**src/rtl/mem_pkg.sv**
```systemverilog
// ============================================================================
// Module      : mem_pkg
// Description : Shared encodings, FSM state type and request checking for the
//               MEM-stage access unit.
// Revision    : 1.0 - initial release
// ============================================================================
`default_nettype none

package mem_pkg;

    localparam logic [1:0] SZ_BYTE = 2'b00;
    localparam logic [1:0] SZ_HALF = 2'b01;
    localparam logic [1:0] SZ_WORD = 2'b10;

    typedef enum logic [0:0] {
        IDLE      = 1'b0,
        RMW_WRITE = 1'b1
    } state_t;

    typedef struct packed {
        logic misaligned;
        logic illegal;
    } req_status_t;

    function automatic req_status_t check_request(
        input logic [1:0] size,
        input logic [1:0] lane,
        input logic       is_read,
        input logic       is_write
    );
        req_status_t s;
        s.misaligned = ((size == SZ_HALF) && lane[0]) ||
                       ((size == SZ_WORD) && (lane != 2'b00));
        s.illegal    = (size == 2'b11) || (is_read && is_write);
        return s;
    endfunction

endpackage

`default_nettype wire

```
**src/rtl/mem_lane_align.sv**
```systemverilog
// ============================================================================
// Module      : mem_lane_align
// Description : Little-endian lane extraction/extension for loads and lane
//               merge for sub-word stores (purely combinational).
// Revision    : 1.0 - initial release
// ============================================================================
`default_nettype none

module mem_lane_align
    import mem_pkg::*;
(
    input  logic [31:0] i_rd_word,
    input  logic [1:0]  i_lane,
    input  logic [1:0]  i_size,
    input  logic        i_is_unsigned,
    input  logic [31:0] i_wdata,
    output logic [31:0] o_load_data,
    output logic [31:0] o_merged_word
);

    logic [7:0]  w_byte;
    logic [15:0] w_half;

    always_comb begin
        w_byte        = i_rd_word[{i_lane, 3'b000} +: 8];
        w_half        = i_lane[1] ? i_rd_word[31:16] : i_rd_word[15:0];
        o_load_data   = i_rd_word;
        o_merged_word = i_rd_word;
        case (i_size)
            SZ_BYTE: begin
                o_load_data = {{24{~i_is_unsigned & w_byte[7]}}, w_byte};
                o_merged_word[{i_lane, 3'b000} +: 8] = i_wdata[7:0];
            end
            SZ_HALF: begin
                o_load_data = {{16{~i_is_unsigned & w_half[15]}}, w_half};
                o_merged_word[{i_lane[1], 4'b0000} +: 16] = i_wdata[15:0];
            end
            default: ;
        endcase
    end

endmodule

`default_nettype wire

```
**src/rtl/mem_access_unit.sv**
```systemverilog
// ============================================================================
// Module      : mem_access_unit
// Description : MEM-stage controller turning byte/half/word load-store
//               requests into word accesses on a combinational-read memory.
// Revision    : 1.0 - initial release
// ============================================================================
`default_nettype none

module mem_access_unit
    import mem_pkg::*;
#(
    parameter int ADDR_W = 15,
    parameter int TAG_W  = 5
) (
    input  logic              clk,
    input  logic              rst,
    input  logic              req_valid,
    output logic              req_ready,
    input  logic              req_read,
    input  logic              req_write,
    input  logic [1:0]        req_size,
    input  logic              req_unsigned,
    input  logic [ADDR_W+1:0] req_addr,
    input  logic [31:0]       req_wdata,
    input  logic [TAG_W-1:0]  req_tag,
    output logic [ADDR_W-1:0] dm_address,
    output logic              dm_write_en,
    output logic [31:0]       dm_write_data,
    input  logic [31:0]       dm_read_data,
    output logic              wb_valid,
    output logic [31:0]       wb_data,
    output logic [TAG_W-1:0]  wb_tag,
    output logic              wb_is_load,
    output logic              wb_err
);

    state_t            r_state;
    state_t            w_next_state;
    logic [ADDR_W-1:0] r_rmw_addr;
    logic [31:0]       r_rmw_data;
    logic [TAG_W-1:0]  r_rmw_tag;

    logic [ADDR_W-1:0] w_word_addr;
    logic [1:0]        w_lane;
    req_status_t       w_status;
    logic              w_err;
    logic              w_accept;
    logic              w_word_store;
    logic              w_sub_store;
    logic              w_we;
    logic [31:0]       w_load_data;
    logic [31:0]       w_merged;

    assign w_word_addr  = req_addr[ADDR_W+1:2];
    assign w_lane       = req_addr[1:0];
    assign w_status     = check_request(req_size, w_lane, req_read, req_write);
    assign w_err        = w_status.misaligned | w_status.illegal;
    assign req_ready    = (r_state == IDLE);
    assign w_accept     = req_valid & req_ready;
    assign w_word_store = req_write & ~w_err & (req_size == SZ_WORD);
    assign w_sub_store  = req_write & ~w_err & (req_size != SZ_WORD);
    // A write may never escape while reset is held, even with a request present.
    assign dm_write_en  = w_we & ~rst;

    mem_lane_align u_lane_align (
        .i_rd_word     (dm_read_data),
        .i_lane        (w_lane),
        .i_size        (req_size),
        .i_is_unsigned (req_unsigned),
        .i_wdata       (req_wdata),
        .o_load_data   (w_load_data),
        .o_merged_word (w_merged)
    );

    always_ff @(posedge clk or posedge rst) begin
        if (rst) r_state <= IDLE;
        else     r_state <= w_next_state;
    end

    always_comb begin
        w_next_state  = r_state;
        dm_address    = w_word_addr;
        dm_write_data = req_wdata;
        w_we          = 1'b0;
        case (r_state)
            IDLE: begin
                if (w_accept && w_word_store) w_we = 1'b1;
                if (w_accept && w_sub_store)  w_next_state = RMW_WRITE;
            end
            RMW_WRITE: begin
                dm_address    = r_rmw_addr;
                dm_write_data = r_rmw_data;
                w_we          = 1'b1;
                w_next_state  = IDLE;
            end
            default: w_next_state = IDLE;
        endcase
    end

    always_ff @(posedge clk or posedge rst) begin
        if (rst) begin
            wb_valid   <= 1'b0;
            wb_data    <= '0;
            wb_tag     <= '0;
            wb_is_load <= 1'b0;
            wb_err     <= 1'b0;
            r_rmw_addr <= '0;
            r_rmw_data <= '0;
            r_rmw_tag  <= '0;
        end else begin
            wb_valid <= 1'b0;
            if (r_state == RMW_WRITE) begin
                wb_valid   <= 1'b1;
                wb_data    <= '0;
                wb_tag     <= r_rmw_tag;
                wb_is_load <= 1'b0;
                wb_err     <= 1'b0;
            end else if (w_accept) begin
                if (w_sub_store) begin
                    // Completion is reported from RMW_WRITE; wb fields hold meanwhile.
                    r_rmw_addr <= w_word_addr;
                    r_rmw_data <= w_merged;
                    r_rmw_tag  <= req_tag;
                end else begin
                    wb_valid   <= 1'b1;
                    wb_tag     <= req_tag;
                    wb_err     <= w_err;
                    wb_is_load <= req_read & ~req_write;
                    wb_data    <= (req_read && !w_err) ? w_load_data : 32'd0;
                end
            end
        end
    end

endmodule

`default_nettype wire

```
**config.mk**
```make
export PLATFORM = sky130hd
export DESIGN_NAME = mem_access_unit
export DESIGN_NICKNAME = d
export VERILOG_FILES = /design/src/rtl/mem_pkg.sv /design/src/rtl/mem_lane_align.sv /design/src/rtl/mem_access_unit.sv
export SDC_FILE = /design/constraint.sdc
export NUM_CORES = 1
export LEC_CHECK = 0
export CAP_MARGIN = 20
export CORE_ASPECT_RATIO = 1.4
export CORE_MARGIN = 1
export CORE_UTILIZATION = 45
export CTS_BUF_LIST = sky130_fd_sc_hd__clkbuf_2
export CTS_CLUSTER_SIZE = 14
export DETAILED_ROUTE_END_ITERATION = 8
export GPL_ROUTABILITY_DRIVEN = 1
export PLACE_DENSITY_LB_ADDON = 0.05
export SLEW_MARGIN = 40
export SYNTH_ARGS = -nofsm -noshare
export SYNTH_HDL_FRONTEND = slang
export SYNTH_SLANG_ARGS = --single-unit
```
**constraint.sdc**
```tcl
create_clock -name clk -period 5.37 [get_ports clk]
set_input_delay 0.537 -clock clk [delete_from_list [all_inputs] [get_ports clk]]
set_output_delay 0.537 -clock clk [all_outputs]
set_load 0.005 [all_outputs]
```
# --- Yosys cells after proc, flatten, opt, wreduce, memory -nomap -nowiden ---
# Index checks and enable logic that the tools add are counted.
op_classes:
  addsub: 2
  n_reduce_logical: 14
  eq_ne: 5
  n_bitwise: 14
  shifts: 5
  mux: 27
ops:
  columns: ["cell", "n"]
  rows:
  - ["32-bit two-way mux", 5]
  - ["32-bit one-hot mux with 2 select lines", 2]
  - ["32-bit bitwise mux", 2]
  - ["16-bit by 7-bit variable shift with 32-bit output, first input constant", 1]
  - ["8-bit by 7-bit variable shift with 32-bit output, first input constant", 1]
  - ["16-bit by 7-bit variable part select with 32-bit output", 1]
  - ["32-bit by 6-bit variable part select with 8-bit output", 1]
  - ["8-bit by 7-bit variable part select with 32-bit output", 1]
  - ["16-bit two-way mux", 1]
  - ["15-bit two-way mux", 1]
  - ["5-bit two-way mux", 3]
  - ["5-bit negation with 7-bit output", 2]
  - ["1-bit two-way mux", 11]
  - ["1-bit bitwise AND", 8]
  - ["1-bit logical AND", 6]
  - ["1-bit inverter", 5]
  - ["2-bit equality test, second input constant", 2]
  - ["2-bit != test, second input constant", 2]
  - ["1-bit one-hot mux with 2 select lines", 2]
  - ["2-bit nonzero test", 2]
  - ["3-bit AND reduction", 1]
  - ["2-bit by 1-bit equality test with 1-bit output, second input constant", 1]
  - ["2-bit zero test", 1]
  - ["1-bit logical OR", 2]
  - ["other kinds (3)", 3]
word_totals:
  wordCells: 76
  reg_bits: 93
  inputBits: 94
  output_inout_bits: 89

# --- Longest topological paths before layout ---
# Gate-level depths: netlist of the first run.
logic_depth:
  depth_word: 11
  depth_mapped: 9
  depth_no_buf: 6

# --- Cells and area by module ---
# Synthesis of the first run repeated with hierarchy kept, for this count alone.
unflattened:
  cells_unflattened: 607
  hier_area_um2: 6072.1
by_module_without_submodules:
  columns: ["mod", "area_per_inst_um2", "seq_area_each_um2", "cells_each", "n_inst"]
  rows:
  - ["mem_access_unit", 4240.3, 2327.2, 296, 1]
  - ["mem_lane_align", 1831.8, 0.0, 311, 1]

# --- Worst setup path before layout of the first run ---
# Ideal clock, no wire load.
synth_timing:
  kind: "input -> register"
  startpoint: "in req_addr[1]"
  endpoint: "reg wb_data[16]"
  path_buffers: 3
  setup_time_ns: 0.066
  slack_ns: 2.707
  t_required_ns: 5.304
  t_arrival_ns: 2.597
  stages: 9
  cell_sequence: "buf_2 > inv_1 > buf_1 > ha_1 > nor2b_2 > o21ai_2 > nor2_1 > clkbuf_1 > a221o_1"
synth_via:
  elab_chain_len: 10
  word_cells_on_any_way: 20
  cone_classes: "eq/ne: 1; shift: 1; mux: 6; bitwise: 6; reduce/logical: 6"
synth_rtl:
  columns: ["item", "line_no", "source"]
  rows:
  - ["start, declared", "mem_access_unit.sv:23", "input logic [ADDR_W+1:0] req_addr,"]
  - ["branches (longest 10 deep; another with 32-bit by 6-bit variable part select with 8-bit output)", null, null]
  - ["end signal, assigned", "mem_access_unit.sv:129", "wb_data <= (req_read && !w_err) ? w_load_data : 32'd0;"]
  - ["end, declared", "mem_access_unit.sv:31", "output logic [31:0] wb_data,"]
# Several ways; the timed one is not identified. The select of a mux whose other input is x is not followed.
# A chain may end at the register's enable or synchronous reset.

# --- Worst setup path in the final report of the first run ---
layout_timing:
  startpoint: "in req_addr[1]"
  endpoint: "out dm_write_en"
layout_via:
  elab_chain_len: 11
layout_rtl:
  columns: ["item", "line_no", "source"]
  rows:
  - ["2-bit nonzero test", "mem_pkg.sv:33", "((size == SZ_WORD) && (lane != 2'b00));"]
  - ["1-bit logical AND", "mem_pkg.sv:33", null]
  - ["1-bit logical OR", "mem_pkg.sv:32", "s.misaligned = ((size == SZ_HALF) && lane[0]) ||"]
  - ["1-bit OR", "mem_access_unit.sv:57", "assign w_err = w_status.misaligned | w_status.illegal;"]
  - ["1-bit inverter", "mem_access_unit.sv:60", "assign w_word_store = req_write & ~w_err & (req_size == SZ_WORD);"]
  - ["1-bit bitwise AND (2 in series)", "mem_access_unit.sv:60", null]
  - ["1-bit logical AND", "mem_access_unit.sv:87", "if (w_accept && w_word_store) w_we = 1'b1;"]
  - ["1-bit two-way mux", "mem_access_unit.sv:87", null]
  - ["1-bit one-hot mux with 2 select lines", "mem_access_unit.sv:85", "case (r_state)"]
  - ["1-bit bitwise AND", "mem_access_unit.sv:63", "assign dm_write_en = w_we & ~rst;"]
  - ["end, declared", "mem_access_unit.sv:27", "output logic dm_write_en,"]
# Every way passes these cells.

==> impl_metrics.csv, run 1 <==
group,metric,value,unit
status,status,"finished, final reports clean",
logic_synthesis,synthTopCellsByArea,"dfrtp_1, mux2_2, nand2_1, a21oi_1, nor2b_1",
drt,drcViolationCount,0,
logic_synthesis,yosys.area.top_type,"dfrtp_1",
global_routing,grt_max_degree,51,
drt,wl_per_cell,21.0,um
floorplanning,coreArea,12300,um2
final_layout,area_growth,35.3,%
floorplanning,chipWidth,96.9,um
clock_network,clkLatencyLatePin,0.56,ns
final_layout,final_cell_mix,"clkdlybuf4s50_1, dfrtp_1, nand2_1",
logic_synthesis,postSynth.asyncResetShare,100,%
logic_synthesis,post_synth_num_cell_types,56,
global_routing,antenna_found_initial,1,
drt,vias,5591,
logic_synthesis,netlist_area,5670,um2
logic_synthesis,synth_top_family_by_area,"compound AO/OA/AOI/OAI gates",
clock_network,hold_buffers,0,
drt,dr.first_iter.drc_count,396,
logic_synthesis,synth_compound_area_share,23.2,%
logic_synthesis,syn_nets,715,
pwr,peakVddDrop,0.131,mV
floorplanning,die_h,135,um
timing,clock.fmax,268,MHz
logic_synthesis,syn_avg_cell_area,9.20,um2
setup_path,path_buf_inv,4,
setup_path,cp_cell_sequence,"clkdlybuf4s50_1, buf_4, inv_1, ha_1, nor2b_2, nand4_1, a21oi_1, clkdlybuf4s50_1",
logic_synthesis,synth_fa_ha_area_share,1.10,%
setup_path,cp_top_family,"buffers and inverters",
final_layout,drive_gt1_share,12.4,%
global_routing,grt_pass1_wl,30.6,mm
setup_path,critPathRequiredTime,4.83,ns
clock_network,cts.sinks,93,
logic_synthesis,yosysWarningCount,0,
global_routing,grt-ovfl-total,0,
worst_hold_path,hold_path.class,"input port to async pin",
flow_run,maxCapViolCount,0,
timing,setup_ws,1.64,ns
clock_network,post-cts-setup-buffer-count,0,
logic_synthesis,synthesis.instances,616,
clock_network,cts-resized-gates,0,
logic_synthesis,synthMuxAreaShare,11.5,%
pwr,pwr_density_cell,220,nW/um2
clock_network,tritoncts.num_buffers,9,
timing,min_period,3.73,ns
setup_path,startpoint_type,"input port",
pwr,power.leakage,3.21,nW
final_layout,fin_util,62.3,%
timing,fin_skew,0.0205,ns
setup_path,crit_path_frequent_cell,"clkdlybuf4s50_1",
floorplanning,start_util,46.0,%
clock_network,cts_root_buf,"clkbuf_2",
setup_path,reg2reg_slack,2.71,ns
drt,firstDrtPassIters,8,
drt,routed_wl,19.4,mm
final_layout,nets,869,
placed_design,dp_hpwl,14.2,mm
drt,viasPerCell,6.04,
logic_synthesis,synth-xor-area-share,0,%
clock_network,clk_pin_slew,0.26,ns
timing,rsz0062_at_grt,"no",
setup_path,cp_slowest_cell,"clkdlybuf4s50_1",
global_routing,grt_pass1_vias,5556,
timing,timing.final.crit_share,69.4,%
setup_path,critPathMaxStageDelay,0.51,ns
logic_synthesis,yosys.area.top_type_share,41.1,%
clock_network,h-tree-depth,3,
timing,finalMaxSlewViolations,0,
setup_path,worst-path-max-fanout,39,
clock_network,cts.path.max_buffers,2,
floorplanning,fp-row-count,48,
setup_path,crit_arrival,3.19,ns
floorplanning,ios,183,
timing,slew_headroom,42.2,%
logic_synthesis,yosysSeqAreaShare,41.1,%
timing,timing.setup.tns,0,ns
floorplanning,die-area,13100,um2
final_layout,fillers,1075,
global_routing,gr-usage-all-layers,29.9,%
timing,hold_viol_final,0,
drt,ant_nets,0,
setup_path,crit_type,"input port to output pin",
timing,worstMarginPinSlew,0.864,ns
logic_synthesis,synth-edff-count,0,
clock_network,cts_tree,"yes",
logic_synthesis,synth-simple-area-share,18.6,%
setup_path,end_kind,"output pin",
placed_design,pre_cts_slack,1.65,ns
logic_synthesis,synthFlopType,"dfrtp_1",
logic_synthesis,synth-seq-cells,93,
final_layout,final_common_cell,"clkdlybuf4s50_1",
timing,setup_viol,0,
placed_design,port-buffer-count,182,
placed_design,finalWeightedCongestion,0.899,
-- cell type report --
class | count | area [um2] | area share [%]
multi-input cells | 464 | 3100 | 40.4
repair buffers | 191 | 1890 | 24.6
clock inverters | 6 | 63.8 | 0.832
clock buffers | 10 | 50.0 | 0.653
inverters | 11 | 46.3 | 0.604
well taps | 150 | 188 | 2.45
flip-flops and latches | 93 | 2330 | 30.4
diodes | 1 | 2.50 | 0.0326
-- stage by stage --
step | cells | power (mW) | hold WS [ns] | instance area [um2]
detailed placement | 908 | 1.35 | 0.460 | 7540
CTS | 924 | 1.70 | 0.300 | 7660
global placement | 908 | 1.33 | 0.452 | 7530
finish | 926 | 1.69 | 0.320 | 7670
global route | 926 | 1.78 | 0.304 | 7670
floorplan | 616 | 1.09 | 0.440 | 5670
-- layer usage --
layer,track usage (%),part of all wire (%),vias to the layer above
met5,0,0,-
met4,11.5,2.7,0
met3,4.92,5.2,35
met2,52.8,52,228
met1,36.4,40,2760
li1,-,-,2568
-- state kept, by name, indices dropped and copies added (netlist names) --
name / flops
r_rmw_data: 32
wb_tag: 5
r_state: 1
wb_is_load: 1
r_rmw_addr: 15
wb_valid: 1
r_rmw_tag: 5
wb_err: 1
wb_data: 32
-- cells by family (layout without fill, tap and decap cells) --
family	Yosys count	count (layout)
AOI/OAI and AO/OA	188	188
adders and majority gates	5	5
buffers and inverters	59	218
DFF	93	93
muxes	58	58
and+or+nand+nor	213	213
other	0	1
-- where the power goes --
part           switching (mW)  internal [mW]  leakage, nW
Clock                   0.242          0.109       0.0695
Sequential             0.0597          0.806         1.17
Combinational           0.227          0.243         1.96
-- path summary, 6_finish.rpt --
kind                       depth (start not counted)              to    startpoint
hold / removal                                     2  r_rmw_addr[10]           rst
setup reg to reg                                   7   r_rmw_data[5]       r_state
setup / recovery                                   8     dm_write_en   req_addr[1]
max in group asynchronous                          3  r_rmw_data[19]           rst
hold reg to reg                                    1     wb_data[15]   wb_data[15]
min in group clk                                   3  r_rmw_addr[14]  req_addr[16]
-- cells in the mapped netlist (5+ instances only) --
master and number:
a31oi_1 13, a221o_1 17, nor2_1 36, a22o_1 5, and3_1 9, mux2i_1 8, or3_1 12, inv_1 9
nor2b_1 33, clkbuf_1 33, mux2_2 49, and4_1 9, buf_2 6, a211o_1 5, ha_1 5, o2bb2ai_1 6
a22oi_1 12, nand3_1 5, nand2_1 91, a31o_2 8, a21oi_1 42, dfrtp_1 93, a21o_1 5, buf_1 5
o21ai_0 41, a32oi_1 15
Note: power is estimated with default switching activity, not from simulation.
==> run 2, diff against run 1 <==
==> constraint.sdc (replaced) <==
create_clock -name clk -period 3.6 [get_ports clk]
set_input_delay 0.36 -clock clk [delete_from_list [all_inputs] [get_ports clk]]
set_output_delay 0.36 -clock clk [all_outputs]
set_load 0.005 [all_outputs]
==> impl_metrics.csv, run 2 (synthesis results as in run 1) <==
group,metric,value,unit
status,status,"finished, final reports clean",
setup_path,reg2reg_to,"r_rmw_data[3]",
final_layout,nets,876,
final_layout,final_cell_mix,"clkdlybuf4s50_1, dfrtp_1, nand2_1",
timing,timing.final.crit_share,83.8,%
drt,vias,5701,
setup_path,rr_worst_depth,6,
timing,slew_headroom,43.7,%
pwr,peakVddDrop,0.178,mV
placed_design,finalWeightedCongestion,0.910,
final_layout,area_growth,36.2,%
timing,hold_slack,0.219,ns
clock_network,post-cts-setup-buffer-count,0,
floorplanning,die-area,13100,um2
final_layout,multi_input_area,3090,um2
setup_path,critPathMaxStageDelay,0.90,ns
pwr,power.leakage,3.24,nW
timing,fin_skew,0.0144,ns
floorplanning,start_util,46.0,%
drt,wl_per_cell,20.9,um
global_routing,grt_pass1_vias,5498,
clock_network,cts-resized-gates,0,
drt,routed_wl,19.5,mm
setup_path,startpoint_type,"register",
drt,viasPerCell,6.11,
final_layout,fillers,1115,
placed_design,dp_hpwl,14.1,mm
worst_hold_path,hold_path.class,"input port to async pin",
clock_network,cts.sinks,93,
drt,drcViolationCount,0,
setup_path,end_kind,"output pin",
clock_network,cts.path.max_buffers,2,
setup_path,worst-path-max-fanout,35,
clock_network,h-tree-depth,3,
floorplanning,die_h,135,um
timing,hold_viol_final,0,
pwr,totalPowerFinal,2.52,mW
drt,ant_nets,0,
global_routing,grt-ovfl-total,0,
final_layout,regArea,2330,um2
setup_path,reg2reg_slack,1.17,ns
flow_run,maxCapViolCount,0,
setup_path,cp_cell_sequence,"buf_4, mux2_2, clkdlybuf4s50_1",
floorplanning,fp-row-count,48,
timing,clock.fmax,331,MHz
clock_network,cts_tree,"yes",
setup_path,rr_startpoint,"r_state",
clock_network,hold_buffers,0,
placed_design,place_inst,915,
placed_design,port-buffer-count,182,
timing,finalMaxSlewViolations,0,
clock_network,cts_root_buf,"clkbuf_2",
timing,worstMarginPinSlew,0.832,ns
setup_path,crit_type,"register to output pin",
clock_network,tritoncts.num_buffers,9,
drt,firstDrtPassIters,8,
timing,rsz0062_at_grt,"no",
setup_path,crit_arrival,2.66,ns
setup_path,critPathRequiredTime,3.24,ns
global_routing,grt_pass1_wl,29.8,mm
timing,timing.setup.tns,0,ns
final_layout,final_cells,933,
setup_path,cp_slowest_cell,"dfrtp_2",
timing,min_period,3.02,ns
final_layout,fin_util,62.7,%
final_layout,drive_gt1_share,12.7,%
floorplanning,chipWidth,96.9,um
clock_network,clkLatencyLatePin,0.54,ns
global_routing,grt_max_degree,53,
pwr,pwr_density_cell,326,nW/um2
final_layout,largest_registers,"r_rmw_data: 32 flops, wb_data: 32 flops, r_rmw_addr: 15 flops",
drt,dr.first_iter.drc_count,356,
clock_network,clk_pin_slew,0.26,ns
floorplanning,ios,183,
global_routing,gr-usage-all-layers,29.4,%
timing,setup_viol,0,
global_routing,antenna_found_initial,1,
final_layout,final_common_cell,"clkdlybuf4s50_1",
floorplanning,coreArea,12300,um2
run 2: report_power, final:
group	total, mW	switching [mW]	internal [mW]
Sequential	1.29	0.0915	1.20
Clock	0.523	0.360	0.163
Combinational	0.703	0.335	0.368
run 2: metal layers:
layer  up-vias  wire, um  GRT usage, %
met2       312      9750          50.7
li1       2590         -             -
met5         -         0             0
met1      2745      7610          36.0
met4         0       885          14.3
met3        54      1250          4.35
run 2: final cells by class:
type	count	share of cell area (%)
Multi-Input combinational cell	464	40.0
Sequential cell	93	30.2
Clock inverter	6	0.811
Antenna cell	1	0.0324
Inverter	11	0.567
Timing Repair Buffer	198	25.3
Clock buffer	10	0.648
Tap cell	150	2.43
run 2: worst max-delay path: cells and delay by family (launching register included):
| family | cells | cell delay [ns] |
|---|---|---|
| flip-flops | 1 | 0.90 |
| buffers and inverters | 2 | 0.83 |
| multiplexers | 1 | 0.37 |
run 2: through the flow:
step | setup WS (ns) | area, um2
global placement | 0.722 | 7590
floorplan | 0.820 | 5670
finish | 0.583 | 7720
global route | 0.403 | 7720
detailed placement | 0.589 | 7590
CTS | 0.537 | 7710
run 2: how the worst max path moves through the flow:
| stage | end | slack [ns] | depth (start not counted) | startpoint |
|---|---|---|---|---|
| final | dm_address[1] | 0.58 | 3 | r_state |
| after global routing | dm_write_data[19] | 0.40 | 3 | r_state |
| after CTS | dm_address[1] | 0.54 | 3 | r_state |
| after global placement | wb_data[16] | 0.72 | 7 | req_addr[0] |
| after floorplan | r_rmw_addr[0] | 0.82 | 1 | rst |
| after detailed placement | wb_data[29] | 0.59 | 7 | req_addr[0] |
